**src/rtl/i2c_master_wr.sv**
```systemverilog
// Single-transaction I2C write engine (START, addr+W, [reg], data, STOP) paced by a
// quarter-bit tick; drives open-drain pull-down enables for SCL and SDA.
module i2c_master_wr #(
    parameter bit REG_EN    = 1'b1,
    parameter bit ACK_CHECK = 1'b1
) (
    input  logic       CLOCK_50,
    input  logic       rst_n,
    input  logic       tick,
    input  logic       start,
    input  logic [6:0] dev_addr,
    input  logic [7:0] reg_addr,
    input  logic [7:0] wr_data,
    input  logic       sda_in,
    output logic       scl_oe,
    output logic       sda_oe,
    output logic       busy,
    output logic       done,
    output logic       ack_err
);

    localparam logic [3:0] S_IDLE  = 4'd0;
    localparam logic [3:0] S_START = 4'd1;
    localparam logic [3:0] S_ADDR  = 4'd2;
    localparam logic [3:0] S_ACK1  = 4'd3;
    localparam logic [3:0] S_REG   = 4'd4;
    localparam logic [3:0] S_ACK2  = 4'd5;
    localparam logic [3:0] S_DATA  = 4'd6;
    localparam logic [3:0] S_ACK3  = 4'd7;
    localparam logic [3:0] S_STOP  = 4'd8;

    logic [3:0] state_reg, state_next;
    logic [1:0] phase_reg, phase_next;
    logic [2:0] bit_cnt_reg, bit_cnt_next;
    logic [7:0] addr_byte_reg, addr_byte_next;
    logic [7:0] reg_byte_reg, reg_byte_next;
    logic [7:0] data_byte_reg, data_byte_next;
    logic       busy_reg, busy_next;
    logic       done_reg, done_next;
    logic       ack_err_reg, ack_err_next;
    logic       scl_oe_reg, scl_oe_next;
    logic       sda_oe_reg, sda_oe_next;
    logic [7:0] tx_byte;
    logic       tx_bit;
    logic       in_ack;
    logic       scl_low_edge;

    assign in_ack = (state_reg == S_ACK1) || (state_reg == S_ACK2) || (state_reg == S_ACK3);

    always_comb begin
        state_next     = state_reg;
        phase_next     = phase_reg;
        bit_cnt_next   = bit_cnt_reg;
        addr_byte_next = addr_byte_reg;
        reg_byte_next  = reg_byte_reg;
        data_byte_next = data_byte_reg;
        busy_next      = busy_reg;
        done_next      = 1'b0;
        ack_err_next   = ack_err_reg;

        if (state_reg == S_IDLE) begin
            if (start) begin
                state_next     = S_START;
                phase_next     = 2'd0;
                bit_cnt_next   = 3'd7;
                addr_byte_next = {dev_addr, 1'b0};
                reg_byte_next  = reg_addr;
                data_byte_next = wr_data;
                busy_next      = 1'b1;
                ack_err_next   = 1'b0;
            end
        end else if (tick) begin
            phase_next = phase_reg + 2'd1;
            if (ACK_CHECK && in_ack && phase_reg == 2'd2 && sda_in) begin
                ack_err_next = 1'b1;
            end
            if (phase_reg == 2'd3) begin
                // ack_err_reg can only be set by a NACK of the current transaction,
                // since it is cleared on accept.
                case (state_reg)
                    S_START: begin
                        state_next   = S_ADDR;
                        bit_cnt_next = 3'd7;
                    end
                    S_ADDR: begin
                        if (bit_cnt_reg == 3'd0) state_next = S_ACK1;
                        else bit_cnt_next = bit_cnt_reg - 3'd1;
                    end
                    S_REG: begin
                        if (bit_cnt_reg == 3'd0) state_next = S_ACK2;
                        else bit_cnt_next = bit_cnt_reg - 3'd1;
                    end
                    S_DATA: begin
                        if (bit_cnt_reg == 3'd0) state_next = S_ACK3;
                        else bit_cnt_next = bit_cnt_reg - 3'd1;
                    end
                    S_ACK1: begin
                        bit_cnt_next = 3'd7;
                        if (ack_err_reg) state_next = S_STOP;
                        else if (REG_EN) state_next = S_REG;
                        else state_next = S_DATA;
                    end
                    S_ACK2: begin
                        bit_cnt_next = 3'd7;
                        state_next   = ack_err_reg ? S_STOP : S_DATA;
                    end
                    S_ACK3: state_next = S_STOP;
                    S_STOP: begin
                        state_next = S_IDLE;
                        busy_next  = 1'b0;
                        done_next  = 1'b1;
                    end
                    default: state_next = S_IDLE;
                endcase
            end
        end
    end

    always_comb begin
        case (state_next)
            S_ADDR:  tx_byte = addr_byte_next;
            S_REG:   tx_byte = reg_byte_next;
            default: tx_byte = data_byte_next;
        endcase
    end

    assign tx_bit       = tx_byte[bit_cnt_next];
    assign scl_low_edge = (phase_next == 2'd0) || (phase_next == 2'd3);

    // Line levels are decoded from the upcoming state so the pads come straight off flops.
    always_comb begin
        scl_oe_next = 1'b0;
        sda_oe_next = 1'b0;
        case (state_next)
            S_START: begin
                scl_oe_next = (phase_next == 2'd3);
                sda_oe_next = phase_next[1];
            end
            S_ADDR, S_REG, S_DATA: begin
                scl_oe_next = scl_low_edge;
                sda_oe_next = ~tx_bit;
            end
            S_ACK1, S_ACK2, S_ACK3: begin
                scl_oe_next = scl_low_edge;
                sda_oe_next = 1'b0;
            end
            S_STOP: begin
                scl_oe_next = (phase_next == 2'd0);
                sda_oe_next = ~phase_next[1];
            end
            default: begin
                scl_oe_next = 1'b0;
                sda_oe_next = 1'b0;
            end
        endcase
    end

    always_ff @(posedge CLOCK_50) begin
        if (!rst_n) begin
            state_reg     <= S_IDLE;
            phase_reg     <= 2'd0;
            bit_cnt_reg   <= 3'd7;
            addr_byte_reg <= 8'd0;
            reg_byte_reg  <= 8'd0;
            data_byte_reg <= 8'd0;
            busy_reg      <= 1'b0;
            done_reg      <= 1'b0;
            ack_err_reg   <= 1'b0;
            scl_oe_reg    <= 1'b0;
            sda_oe_reg    <= 1'b0;
        end else begin
            state_reg     <= state_next;
            phase_reg     <= phase_next;
            bit_cnt_reg   <= bit_cnt_next;
            addr_byte_reg <= addr_byte_next;
            reg_byte_reg  <= reg_byte_next;
            data_byte_reg <= data_byte_next;
            busy_reg      <= busy_next;
            done_reg      <= done_next;
            ack_err_reg   <= ack_err_next;
            scl_oe_reg    <= scl_oe_next;
            sda_oe_reg    <= sda_oe_next;
        end
    end

    assign scl_oe  = scl_oe_reg;
    assign sda_oe  = sda_oe_reg;
    assign busy    = busy_reg;
    assign done    = done_reg;
    assign ack_err = ack_err_reg;

endmodule

```
**config.mk**
```make
export PLATFORM = sky130hd
export DESIGN_NAME = i2c_master_wr
export DESIGN_NICKNAME = d
export VERILOG_FILES = /design/src/rtl/i2c_master_wr.sv
export SDC_FILE = /design/constraint.sdc
export NUM_CORES = 1
export LEC_CHECK = 0
export BUFFER_PORTS_ARGS = -buffer_cell sky130_fd_sc_hd__buf_2
export CORE_ASPECT_RATIO = 0.9
export CORE_MARGIN = 2
export CORE_UTILIZATION = 36
export DETAILED_ROUTE_END_ITERATION = 8
export PLACE_DENSITY = 0.6
export SKIP_CTS_REPAIR_TIMING = 1
export SLEW_MARGIN = 20
export SYNTH_ARGS = -nofsm -noshare
export SYNTH_HDL_FRONTEND = slang
export SYNTH_SLANG_ARGS = --single-unit
```
**constraint.sdc**
```tcl
create_clock -name CLOCK_50 -period 2.8 [get_ports CLOCK_50]
set_input_delay 0.56 -clock CLOCK_50 [delete_from_list [all_inputs] [get_ports CLOCK_50]]
set_output_delay 0.56 -clock CLOCK_50 [all_outputs]
set_load 0.02 [all_outputs]
```
==> out/summary.md <==
• **Slew Limit Fails** 0
• **Die X-Extent** 86.0 um
• **power density over cell area** 495 nW/um^2
• **net switching power** 0.000378 W
• **Leakage** 1.02 nW
• **vias after detailed routing** 1928
• **global router's overall resource usage** 16.3%
• **clock-pin slew on the worst setup and hold paths** 0.08 ns
• **sort of element at the start of the critical path** flop
• **start point of the worst min-delay path** addr_byte_reg[0]
• **Final Non-Filler Cells** 364
• **Post-DP HPWL** 3850 um
• **area of the multi-input gates** 1310 sq um
• **fraction of power consumed by the clock network** 31.9%
• **Max H-tree Level** 2
• **critical path type** flop to flop
• **total negative slack for setup checks** 0 ns
• **depth of the worst register-to-register path** 8
• **final critical path time including I/O delays and setup** 2.57 ns
• **clock latency of the later-clocked register in the worst-skew pair** 0.29 ns
• **# DRC** 0
• **number of buffers created by CTS** 5
• **critical path required time** 2.97 ns
• **core area** 5760 sq um
• **RSZ-0062 raised after global routing** no
• **DIE HEIGHT** 77.8 um
• **most used flip-flop cell after synthesis** sky130_fd_sc_hd__dfxtp_1
• **mean post-synth cell area** 8.55 sq um
• **Post-Synthesis Net Count** 289
• **Worst Tran Pin Value** 0.527 ns
• **overflow left after global routing** 0
• **type of element capturing the critical path** flop
• **final standard cell utilization of the core** 44.4%
• **data arrival time of the critical path** 2.73 ns
• **Fin Clk Skew** 0.00363 ns
• **num rows** 26
• **fraction of synthesis flops using an asynchronous set or reset pin** 0%
• **total length of routed wires** 5160 um
• **pin count of the biggest net entering global routing** 29
• **number of synthesized flops with an enable pin** 0
• **via count of the first global-routing pass** 1899
• **TritonCTS clock tree** yes
• **Tot Pwr** 0.00127 W
• **source of the critical timing path** state_reg[0]
• **Post-Synthesis Cell Area** 2180 sq um
• **Sequential Area** 761 sq um
• **First-pass DRT Iterations** 4
• **routed length per instance** 14.2 um
• **routed via count divided by cell count** 5.30
• **fraction of power spent switching nets** 29.9%
• **type of the tightest min-delay check** flop to flop
• **CTS root buffer** sky130_fd_sc_hd__clkbuf_8
• **post-synthesis cell count** 255
• **synth top area cells** sky130_fd_sc_hd__dfxtp_1 (35%), sky130_fd_sc_hd__mux2i_1 (7.8%), sky130_fd_sc_hd__nor2b_1 (7.2%)
• **count of antenna diodes in the layout** 0
• **number of sinks on the clock net** 38
• **IO Pins** 33
• **outcome** complete, no violations
• **final worst-path setup slack** 0.233 ns
• **NumNets Final** 327
• **share of the clock period used by the worst path after layout** 91.7%
• **remaining antenna violation count after routing** 0
• **Initial Util** 37.9%
• **synthesis-stage register bit count** 38
• **Area growth syn-to-layout** 17.4%
• **cell total after placement** 356
• **sequential fraction of design power** 46.2%
• **Final Hold Vio Count** 0
• **cell taking the most area after synthesis** sky130_fd_sc_hd__dfxtp_1
• **area share of the largest cell type after synthesis** 34.9%
• **depth of the worst hold-timing path** 2
• **reg-to-reg startpoint** state_reg[0]
• **Fill cells** 594
• **portion of the post-synthesis area used by sequential elements** 34.9%
• **worst-path maximum fanout** 6
• **weighted congestion reported at the end of routability-driven placement** 0.825
• **worst setup slack before clock tree synthesis** 0.121 ns
• **count of distinct cell types in the synthesized netlist** 52
• **full die area** 6690 sq um
• **number of design-rule violations left by the first detailed-router iteration** 102
• **# port buffers** 32
• **maximum resistive drop on vdd** 0.287 mV
• **setup violation total in the final timing report** 0
• **Longest Clk Path Bufs** 2
• **wire length of the first global-routing pass** 8860 um
• **logic gate share of total power** 21.9%
• **warnings from Yosys** 0
• **cell-internal power** 0.000888 W
• **remaining max-slew budget at the tightest pin** 64.5%
• **max-capacitance violation count** 0
• **ratio of cells with drive above 1 in the final layout** 22.1%
• **Fmax achieved** 0.390 GHz
• **number of antenna violations at the first check in global routing** 0
-- final timing paths --
check | slack, ns | endpoint
worst max-delay path | 0.23 | sda_oe
worst min-delay path | 0.45 | addr_byte_reg[0]
worst max register to register | 0.23 | sda_oe
worst min register to register | 0.45 | addr_byte_reg[0]
-- metrics by stage --
step | cell area (sq um) | hold WS [ns]
CTS | 2550 | 0.453
detailed placement | 2460 | 0.441
floorplan | 2180 | 0.416
global placement | 2460 | 0.432
global route | 2560 | 0.460
finish | 2560 | 0.450
-- cells by family (layout without fill, tap and decap cells) --
kind of cell,Yosys count,after routing,synth area share (%)
AO/OA/AOI/OAI,60,60,20.3
adder cells (fa/ha/maj),7,7,3.90
buffers and inverters,25,64,5.28
flip-flops,38,38,34.9
multiplexers,19,19,9.36
AND/OR/NAND/NOR,106,106,26.2
-- worst max-delay path: stages (launching register included) --
cell and delay [ns]:
sky130_fd_sc_hd__dfxtp_1 0.32, sky130_fd_sc_hd__or4_4 0.60, sky130_fd_sc_hd__mux2i_4 0.24, sky130_fd_sc_hd__o41ai_4 0.44
sky130_fd_sc_hd__clkinv_4 0.14, sky130_fd_sc_hd__mux2_2 0.24, sky130_fd_sc_hd__nor3_1 0.04, sky130_fd_sc_hd__o41ai_1 0.35
sky130_fd_sc_hd__a32oi_1 0.09
-- power groups by stage --
stage,clock network (W),registers [W],logic [W]
floorplan,0,0.000602,0.000191
global placement,0,0.000596,0.000275
finish,0.000404,0.000585,0.000278
CTS,0.000415,0.000585,0.000277
global route,0.000437,0.000589,0.000311
detailed placement,0,0.000598,0.000276
-- cell usage after synthesis, types with 5 or more instances --
master	number
sky130_fd_sc_hd__a21boi_0	7
sky130_fd_sc_hd__a21oi_1	11
sky130_fd_sc_hd__clkbuf_1	7
sky130_fd_sc_hd__dfxtp_1	38
sky130_fd_sc_hd__ha_1	6
sky130_fd_sc_hd__inv_1	10
sky130_fd_sc_hd__mux2i_1	17
sky130_fd_sc_hd__nand2_1	32
sky130_fd_sc_hd__nand3_1	7
sky130_fd_sc_hd__nor2_1	11
sky130_fd_sc_hd__nor2b_1	25
sky130_fd_sc_hd__o21ai_0	8
sky130_fd_sc_hd__o22a_1	5
-- cell type report --
class | instances | share of cell area [%]
multi-input cells | 192 | 51.2
clock buffers | 6 | 3.23
repair buffers | 45 | 10.1
flip-flops and latches | 38 | 29.7
well taps | 70 | 3.42
inverters | 11 | 1.81
clock inverters | 2 | 0.489
-- cells in the final DEF, fill, tap and decap left out, drive strengths merged, types with 3 or more instances in the layout --
cell / n
and3: 3
mux2i: 18
inv: 10
a21boi: 7
a21oi: 11
nand3: 8
nor2: 12
nor4: 3
nor3: 4
o32ai: 3
nand3b: 3
o22a: 5
a31oi: 3
o21ai: 10
nand2: 32
dfxtp: 38
and2: 4
clkbuf: 6
a32oi: 3
nor2b: 25
ha: 6
o41ai: 3
buf: 45
a22oi: 3
-- routing by layer --
metal	global-route usage (%)	part of all wire [%]	vias up
met3	3.72	4.6	7
met5	0	0	-
met2	25.8	46	35
met4	3.02	0.68	0
met1	22.8	49	903
li1	-	-	983
No activity file was read; power rests on OpenSTA's default activity.
